$ cat src/rtl/wb_led_sequencer.sv
// Wishbone-controlled LED pattern sequencer: four programmable steps, each showing
// an 8-bit pattern for (PRESCALE+1)*(HOLD+1) cycles, cyclic or one-shot.
module wb_led_sequencer #(
  parameter logic [31:0] BASE_ADDR = 32'h3000_0000
) (
  input  logic        wb_clk_i,
  input  logic        wb_rst_i,
  input  logic        wbs_stb_i,
  input  logic        wbs_cyc_i,
  input  logic        wbs_we_i,
  input  logic [3:0]  wbs_sel_i,
  input  logic [31:0] wbs_adr_i,
  input  logic [31:0] wbs_dat_i,
  output logic        wbs_ack_o,
  output logic [31:0] wbs_dat_o,
  output logic [7:0]  io_out,
  output logic [7:0]  io_oeb
);

  typedef enum logic [1:0] {StIdle, StRun, StDone} state_e;

  // Register file
  logic        en_q, en_d, oneshot_q, oneshot_d;
  logic [15:0] prescale_q, prescale_d;
  logic [7:0]  pat_q [4];
  logic [7:0]  pat_d [4];
  logic [7:0]  step_hold_q [4];
  logic [7:0]  step_hold_d [4];

  // Bus response
  logic        ack_q, ack_d;
  logic [31:0] dat_q, dat_d;

  // Sequencer
  state_e      state_q, state_d;
  logic [1:0]  step_q, step_d;
  logic [15:0] pre_cnt_q, pre_cnt_d;
  logic [7:0]  hold_cnt_q, hold_cnt_d;
  logic [7:0]  led_q, led_d;

  logic        hit, req, wr;
  logic [5:0]  word;
  logic [31:0] rdata;
  logic        tick;
  logic [1:0]  next_step;

  // Byte lane 3 and the sub-word address bits carry nothing for these registers.
  logic unused_bits;
  assign unused_bits = ^{wbs_adr_i[1:0], wbs_sel_i[3], wbs_dat_i[31:24]};

  assign hit  = (wbs_adr_i[31:8] == BASE_ADDR[31:8]);
  assign req  = wbs_cyc_i & wbs_stb_i & ~ack_q & hit;
  assign wr   = req & wbs_we_i;
  assign word = wbs_adr_i[7:2];

  // Register writes land on the edge that raises ack
  always_comb begin
    en_d       = en_q;
    oneshot_d  = oneshot_q;
    prescale_d = prescale_q;
    pat_d       = pat_q;
    step_hold_d = step_hold_q;
    if (wr) begin
      if (word == 6'h00 && wbs_sel_i[0]) begin
        en_d      = wbs_dat_i[0];
        oneshot_d = wbs_dat_i[1];
      end
      if (word == 6'h01) begin
        if (wbs_sel_i[0]) prescale_d[7:0]  = wbs_dat_i[7:0];
        if (wbs_sel_i[1]) prescale_d[15:8] = wbs_dat_i[15:8];
      end
      for (int i = 0; i < 4; i++) begin
        if (word == 6'(i + 2)) begin
          if (wbs_sel_i[0]) pat_d[i]       = wbs_dat_i[7:0];
          if (wbs_sel_i[2]) step_hold_d[i] = wbs_dat_i[23:16];
        end
      end
    end
  end

  // Read mux; unmapped offsets and unused bits read as zero
  always_comb begin
    rdata = 32'h0;
    case (word)
      6'h00: rdata = {30'h0, oneshot_q, en_q};
      6'h01: rdata = {16'h0, prescale_q};
      6'h02: rdata = {8'h0, step_hold_q[0], 8'h0, pat_q[0]};
      6'h03: rdata = {8'h0, step_hold_q[1], 8'h0, pat_q[1]};
      6'h04: rdata = {8'h0, step_hold_q[2], 8'h0, pat_q[2]};
      6'h05: rdata = {8'h0, step_hold_q[3], 8'h0, pat_q[3]};
      6'h06: rdata = {28'h0, state_q == StRun, state_q == StDone, step_q};
      default: rdata = 32'h0;
    endcase
    ack_d = req;
    dat_d = (req && !wbs_we_i) ? rdata : 32'h0;
  end

  // Step sequencing: prescaler ticks feed the hold counter, hold match advances the step
  always_comb begin
    state_d    = state_q;
    step_d     = step_q;
    pre_cnt_d  = pre_cnt_q;
    hold_cnt_d = hold_cnt_q;
    led_d      = led_q;
    // Equality compare: a PRESCALE lowered below the count lets it wrap through 16'hFFFF.
    tick       = (pre_cnt_q == prescale_q);
    next_step  = step_q + 2'd1;
    unique case (state_q)
      StIdle: begin
        step_d     = 2'd0;
        pre_cnt_d  = 16'h0;
        hold_cnt_d = 8'h0;
        led_d      = 8'h00;
        if (en_q) begin
          state_d = StRun;
          led_d   = pat_q[0];
        end
      end
      StRun: begin
        if (!en_q) begin
          state_d    = StIdle;
          step_d     = 2'd0;
          pre_cnt_d  = 16'h0;
          hold_cnt_d = 8'h0;
          led_d      = 8'h00;
        end else begin
          pre_cnt_d = tick ? 16'h0 : pre_cnt_q + 16'd1;
          if (tick) begin
            // Live HOLD of the active step, so edits apply at the next compare.
            if (hold_cnt_q == step_hold_q[step_q]) begin
              hold_cnt_d = 8'h0;
              if (step_q == 2'd3 && oneshot_q) begin
                state_d = StDone;
              end else begin
                step_d = next_step;
                led_d  = pat_q[next_step];
              end
            end else begin
              hold_cnt_d = hold_cnt_q + 8'd1;
            end
          end
        end
      end
      StDone: begin
        if (!en_q) begin
          state_d    = StIdle;
          step_d     = 2'd0;
          pre_cnt_d  = 16'h0;
          hold_cnt_d = 8'h0;
          led_d      = 8'h00;
        end
      end
      default: state_d = StIdle;
    endcase
  end

  // State registers with synchronous reset
  always_ff @(posedge wb_clk_i) begin
    if (wb_rst_i) begin
      en_q        <= 1'b0;
      oneshot_q   <= 1'b0;
      prescale_q  <= 16'h0;
      pat_q       <= '{default: 8'h0};
      step_hold_q <= '{default: 8'h0};
      ack_q       <= 1'b0;
      dat_q       <= 32'h0;
      state_q     <= StIdle;
      step_q      <= 2'd0;
      pre_cnt_q   <= 16'h0;
      hold_cnt_q  <= 8'h0;
      led_q       <= 8'h00;
    end else begin
      en_q        <= en_d;
      oneshot_q   <= oneshot_d;
      prescale_q  <= prescale_d;
      pat_q       <= pat_d;
      step_hold_q <= step_hold_d;
      ack_q       <= ack_d;
      dat_q       <= dat_d;
      state_q     <= state_d;
      step_q      <= step_d;
      pre_cnt_q   <= pre_cnt_d;
      hold_cnt_q  <= hold_cnt_d;
      led_q       <= led_d;
    end
  end

  assign wbs_ack_o = ack_q;
  assign wbs_dat_o = dat_q;
  assign io_out    = led_q;
  assign io_oeb    = 8'h00;

endmodule

$ cat config.mk
export PLATFORM = sky130hd
export DESIGN_NAME = wb_led_sequencer
export DESIGN_NICKNAME = d
export VERILOG_FILES = /design/src/rtl/wb_led_sequencer.sv
export SDC_FILE = /design/constraint.sdc
export NUM_CORES = 1
export LEC_CHECK = 0
export BUFFER_PORTS_ARGS = -buffer_cell sky130_fd_sc_hd__buf_2
export CORE_MARGIN = 5
export CORE_UTILIZATION = 53
export DETAILED_ROUTE_END_ITERATION = 8
export PLACE_DENSITY_LB_ADDON = 0.05
export SLEW_MARGIN = 25
export SYNTH_ARGS = -nofsm -noshare
export SYNTH_HDL_FRONTEND = slang
export SYNTH_SLANG_ARGS = --single-unit
$ cat constraint.sdc
create_clock -name wb_clk_i -period 2.7 [get_ports wb_clk_i]
set_input_delay 0.27 -clock wb_clk_i [delete_from_list [all_inputs] [get_ports wb_clk_i]]
set_output_delay 0.27 -clock wb_clk_i [all_outputs]
set_load 0.005 [all_outputs]
==> qor.txt, run 1 <==
Final setup violation count - 0
Post-synth top area share - 0.4123
Critical path fanouts, max - 10
TritonRoute pass-1 iters - 6
DRC errors left - 0
RR Startpoint - step_q[0]$_SDFFE_PP0P_
Slew headroom - 0.4616
FILL cells - 1,135
Ranking of synthesized cells by area - dfxtp_1, a21oi_1, nand3_1
CP startpoint - step_q[0]$_SDFFE_PP0P_
HP Start - wbs_dat_i[14]
Area of the multi-input gates - 0.003787 mm²
Total clock buffers created by CTS - 17
First-pass GRT wire length - 31,480 µm
Area growth, synth to finish - 18.31%
GR Util All Layers - 0.2463
Number of synthesized flops with an enable pin - 0
Initial antenna violation count - 0
Tmin final - 2572 ps
Yosys warning total - 0
Grt ovf - 0
CTS tree - built
Synthesized area - 0.006943 mm²
Final slew viol count - 0
Die area - 0.01549 mm²
Crit share post-route - 0.9527
Worst-margin pin slew - 807.7 ps
Max H-tree Level - 4
Final hold vios - 0
FP Rows - 41
CTS Buffer Depth - 2
Net count, final - 983
Power Dens Cells - 583.5 mW/mm²
Worst clock skew - 10.75 ps
Netlist cell types - 54
Critical Path AT - 2890 ps
Final cell count without fillers - 1,087
Sequential area share after synthesis - 0.4123
Worst VDD drop - 335.2 µV
Fmax - 0.3888 GHz
Post-route ant nets - 0
CP startpoint kind - flop
Iter 0 DRT Violations - 541
Avg WL per Cell - 17.76 µm
CTS root buf - clkbuf_16
Final WL - 19,310 µm
Leakage - 2.977 nW
I/O pin count - 122
Syn Inst Count - 815
Largest net degree at the start of global routing - 77
CP required - 3010 ps
Most used flip-flop cell after synthesis - dfxtp_1
Initial core utilization - 0.5457
Class of the most critical setup path - flop to flop
Layout cells sized above 1 - 0.1956
Vias in the first global route - 6,032
Fin Setup TNS - 0 ps
Routability Congestion - 0.9234
FFs w/ async S/R, synth - 0
Vias per inst - 5.900
Status - finished clean
Antenna cells - 0
Count leader, synth - dfxtp_1
Commonest cells in the synthesized netlist - dfxtp_1, a21oi_1, nand2_1
Hold Buf Count CTS - 0
Final HPWL DP - 13,210 µm
Die height - 124.5 µm
Die X - 124.5 µm
Synthesized flop and latch total - 143
Storage cell area - 0.002864 mm²
Core area - 0.01272 mm²
Mean Syn Cell Area - 8.519 µm²
Via count - 6,413
Port bufs - 94
Dominant cell type by area after synthesis - dfxtp_1
Clock Latency Late Sink - 430 ps
Placed Cells - 1,053
Unrepaired setup endpoints after global routing - false
Endpoint class of the critical path - flop
Post-layout util - 0.6457
Tightest Hold Check Type - input port to flop
CTS clock-pin slew for the worst setup and hold paths - 60 ps
Clock sinks - 143
MaxCap Viol Count - 0
cells by family after synthesis:
logic type,count (synthesis),synth area share
flops,143,0.4123
buf+inv,79,0.05569
fa+ha+maj,7,0.01261
simple gates,321,0.2361
other cells,1,0.0005401
xor+xnor,36,0.04541
compound gates,188,0.1579
mux,40,0.07948
routing by layer:
layer	share of wire	vias up	GRT usage
li1	-	3043	-
met1	0.44	3037	0.3436
met2	0.46	306	0.3709
met3	0.092	27	0.06775
met4	0.015	0	0.07737
met5	0	-	0
sequential cells by signal (all words and copies together) (netlist names):
signal and cells:
wbs_ack_o 1, io_out 8, step_hold_q 32, step_q 2
oneshot_q 1, state_q 2, prescale_q 16, hold_cnt_q 8
pre_cnt_q 16, en_q 1, wbs_dat_o 24, pat_q 32
worst max-delay path: stages (launching register included):
cell	delay, ps
dfxtp_1	380
buf_12	160
mux4_2	540
xor2_1	190
nor4_4	410
a41oi_4	200
nor2_8	250
mux2_4	320
layout make-up:
class	instances	area share
inverter	11	0.005027
clock buffer	21	0.05605
clock inverter	10	0.01676
tap	172	0.02620
sequential	143	0.3487
multi-input combinational	608	0.4611
timing repair buffer	122	0.08621
worst paths after layout:
| kind | endpoint | slack (ps) | cells past startpoint |
|---|---|---|---|
| worst max-delay path | io_out[4]$_SDFFE_PP0P_ | 130 | 7 |
| worst min-delay path | prescale_q[14]$_SDFFE_PP0P_ | 90 | 3 |
| worst max register to register | io_out[4]$_SDFFE_PP0P_ | 130 | 7 |
| worst min register to register | pat_q[25]$_SDFFE_PP0P_ | 470 | 2 |
cells in the final DEF (no fill, tap or decap), types with 6 or more instances in the layout:
cell | netlist | routed
a22oi_1 | 28 | 28
mux2i_1 | 24 | 24
inv_1 | 11 | 11
a31oi_1 | 8 | 8
and3_1 | 13 | 13
nor2_1 | 38 | 36
nor3_1 | 8 | 7
and2_1 | 11 | 11
xor2_1 | 15 | 14
mux2_4 | 8 | 8
buf_2 | 3 | 93
xnor2_1 | 21 | 21
clkbuf_16 | 0 | 17
o21ai_0 | 20 | 20
nand3_1 | 82 | 82
nand4_1 | 11 | 11
dfxtp_1 | 143 | 142
a21oi_1 | 113 | 113
nor2b_1 | 22 | 21
conb_1 | 1 | 16
nand2_1 | 104 | 104
nand2b_1 | 6 | 6
ha_1 | 7 | 7
buf_4 | 16 | 27
stage by stage:
stage / setup slack [ps] / total power, mW / hold WS (ps) / instance area (µm²)
after floorplan: 268.3 / 2.360 / 417.2 / 6999
after global placement: 113.0 / 2.450 / 454.1 / 7585
after detailed placement: 89.05 / 2.462 / 458.3 / 7585
after CTS: 50.18 / 4.818 / 79.17 / 8183
after global routing: 2.011 / 4.954 / 106.4 / 8214
final: 127.7 / 4.793 / 89.37 / 8214
where the power goes:
group / internal [mW] / leakage [nW] / switching [mW] / total (mW)
Combinational: 0.103 / 1.55 / 0.183 / 0.286
Sequential: 2.12 / 1.15 / 0.0139 / 2.14
Clock: 1.49 / 0.277 / 0.879 / 2.37
Total: 3.72 / 2.98 / 1.08 / 4.79
timing repair:
item / 4_1_cts / 5_1_grt
resized for setup: 0 / 2
buffers inserted: 0 / 3
setup endpoints to repair: 0 / 10
(Power assumes the default switching activity.)
==> inputs of run 2 (changes only) <==
Settings changed: MAX_ROUTING_LAYER set to met4.
==> run 2 against run 1 <==
Total power down 1.7%. Routed wire length is 1.0% higher. Sequential power barely moved. Register-to-register slack worse by 50 ps. Highest routed layer unchanged. Sequential share of layout area about the same. Critical path depth rose by 1. Setup slack worse by 50 ps. Maximum frequency decreased by 1.9%.
==> qor.txt, run 2 (synthesized netlist as in run 1, its figures left out) <==
CP startpoint - step_q[0]$_SDFFE_PP0P_
Crit share post-route - 0.9711 (+0.01843)
Initial antenna violation count - 0 (unchanged)
Power Dens Cells - 574.2 mW/mm² (-1.6%)
Die X - 124.5 µm (unchanged)
CP startpoint kind - flop
DRC errors left - 0 (unchanged)
CTS root buf - clkbuf_16
Class of the most critical setup path - flop to flop
Max H-tree Level - 4 (unchanged)
RR Startpoint - step_q[0]$_SDFFE_PP0P_
Total clock buffers created by CTS - 17 (unchanged)
Critical Path AT - 2930 ps (+40 ps)
Leakage - 2.988 nW (+0.35%)
Slowest CP cell - mux4_2
CTS tree - built
Clock Latency Late Sink - 430 ps (about the same)
Layout cells sized above 1 - 0.1996 (+0.003935)
Fmax - 0.3814 GHz (-1.9%)
Net count, final - 985 (+0.20%)
GR Util All Layers - 0.2540 (+0.007640)
Crit Reg-Reg Endpoint - io_out[0]$_SDFFE_PP0P_
Core area - 0.01272 mm² (unchanged)
Status - finished clean
Fin Setup TNS - 0 ps (unchanged)
Final Power - 4.713 mW (-1.7%)
Slew headroom - 0.5191 (+0.05755)
Final WL - 19,510 µm (+1.0%)
Final slew viol count - 0 (unchanged)
Final cell count without fillers - 1,089 (+0.18%)
FILL cells - 1,080 (-4.8%)
Avg WL per Cell - 17.91 µm (+0.83%)
Vias per inst - 5.867 (-0.56%)
Via count - 6,389 (-0.37%)
Final setup violation count - 0 (unchanged)
Largest net degree at the start of global routing - 69 (-10%)
CP peak stage delay - 590 ps (+50 ps)
TritonRoute pass-1 iters - 5 (-1)
Vias in the first global route - 6,181 (+2.5%)
Iter 0 DRT Violations - 691 (+28%)
Endpoint class of the critical path - flop
Initial core utilization - 0.5457 (unchanged)
Post-Place Cell Area - 0.007585 mm² (unchanged)
Worst-margin pin slew - 721.3 ps (-86.33 ps)
Clock sinks - 143 (unchanged)
Post-route ant nets - 0 (unchanged)
Final HPWL DP - 13,520 µm (+2.3%)
Final hold vios - 0 (unchanged)
Antenna cells - 0 (unchanged)
Tightest Hold Check Type - input port to flop
I/O pin count - 122 (unchanged)
Most common cell after layout, fill and taps aside - dfxtp_1
Placed Cells - 1,053 (unchanged)
Port bufs - 94 (unchanged)
Critical path's top delay family - multiplexers
CP required - 3010 ps (about the same)
Grt ovf - 0 (unchanged)
Levels on crit path - 8 (+1)
Hold Buf Count CTS - 0 (unchanged)
Post-layout util - 0.6452 (about the same)
Area growth, synth to finish - 18.22% (about the same)
Register-to-Register Path Depth - 8 (+1)
Critical path, cell by cell - buf_12 -> mux4_2 -> xor2_2 -> nor4_4 -> buf_4 -> a41oi_4 -> nor2_4 -> mux2_4
FP Rows - 41 (unchanged)
Critical path buffers and inverters - 2 (+1)
Critical path fanouts, max - 8 (-2)
Die height - 124.5 µm (unchanged)
HP Start - wbs_dat_i[14]
Most frequent cells in the layout - dfxtp_1, a21oi_1, nand2_1, buf_2, nand3_1
Worst VDD drop - 347.3 µV (+3.6%)
Tmin final - 2622 ps (+49.75 ps)
Routability Congestion - 0.9214 (-0.22%)
Critical Path End - io_out[0]$_SDFFE_PP0P_
Worst R2R Setup Slack - 80 ps (-50 ps)
MaxCap Viol Count - 0 (unchanged)
First-pass GRT wire length - 31,460 µm (about the same)
CTS Buffer Depth - 2 (unchanged)
Die area - 0.01549 mm² (unchanged)
Worst clock skew - 12.58 ps (+1.838 ps)
CTS clock-pin slew for the worst setup and hold paths - 60 ps (about the same)
Final Cell Area - 0.008208 mm² (about the same)
Unrepaired setup endpoints after global routing - false
[run 2: per-layer routing]
metal,track usage,share of wire,routed length [µm]
met1,0.3404,0.45,8777
met2,0.3804,0.46,8920
met3,0.05918,0.077,1509
met4,0.08317,0.015,297
met5,-,0,0
[run 2: power by group]
part / switching, mW / internal (mW) / leakage (nW)
combinational: 0.185 / 0.104 / 1.55
sequential: 0.0141 / 2.12 / 1.15
clock: 0.867 / 1.42 / 0.284
[run 2: layout make-up]
cell class	count	area (µm²)	area share
well taps	172	215.2	0.02622
multi-input cells	609	3804	0.4634
repair buffers	123	715.7	0.08720
clock buffers	24	481.7	0.05869
inverters	11	41.29	0.005030
flip-flops and latches	143	2865	0.3491
clock inverters	7	85.08	0.01037
[run 2: worst min path at each step]
stage | to | depth (start not counted)
4_1_cts | prescale_q[14]$_SDFFE_PP0P_ | 3
5_1_grt | prescale_q[10]$_SDFFE_PP0P_ | 3
2_1_floorplan | en_q$_SDFFE_PP0P_ | 2
6_report | prescale_q[14]$_SDFFE_PP0P_ | 3
3_5_place_dp | pat_q[18]$_SDFFE_PP0P_ | 2
3_3_place_gp | step_hold_q[17]$_SDFFE_PP0P_ | 2
[run 2: timing repair]
| item | 4_1_cts | 5_1_grt |
|---|---|---|
| gates resized for setup | 0 | 6 |
| setup buffers | 0 | 4 |
| setup endpoints to repair | 0 | 8 |
[run 2: worst min-delay path, cell delays in order]
cell     delay (ps)
buf_2            80
mux2i_1          60
nor2_1           70
[run 2: metrics by stage]
step	hold slack [ps]	setup WS [ps]
final	86.29	77.91
after global routing	99.15	9.689
after CTS	79.65	34.79
after detailed placement	460.6	63.14
after global placement	453.7	108.3
after floorplan	417.2	268.3
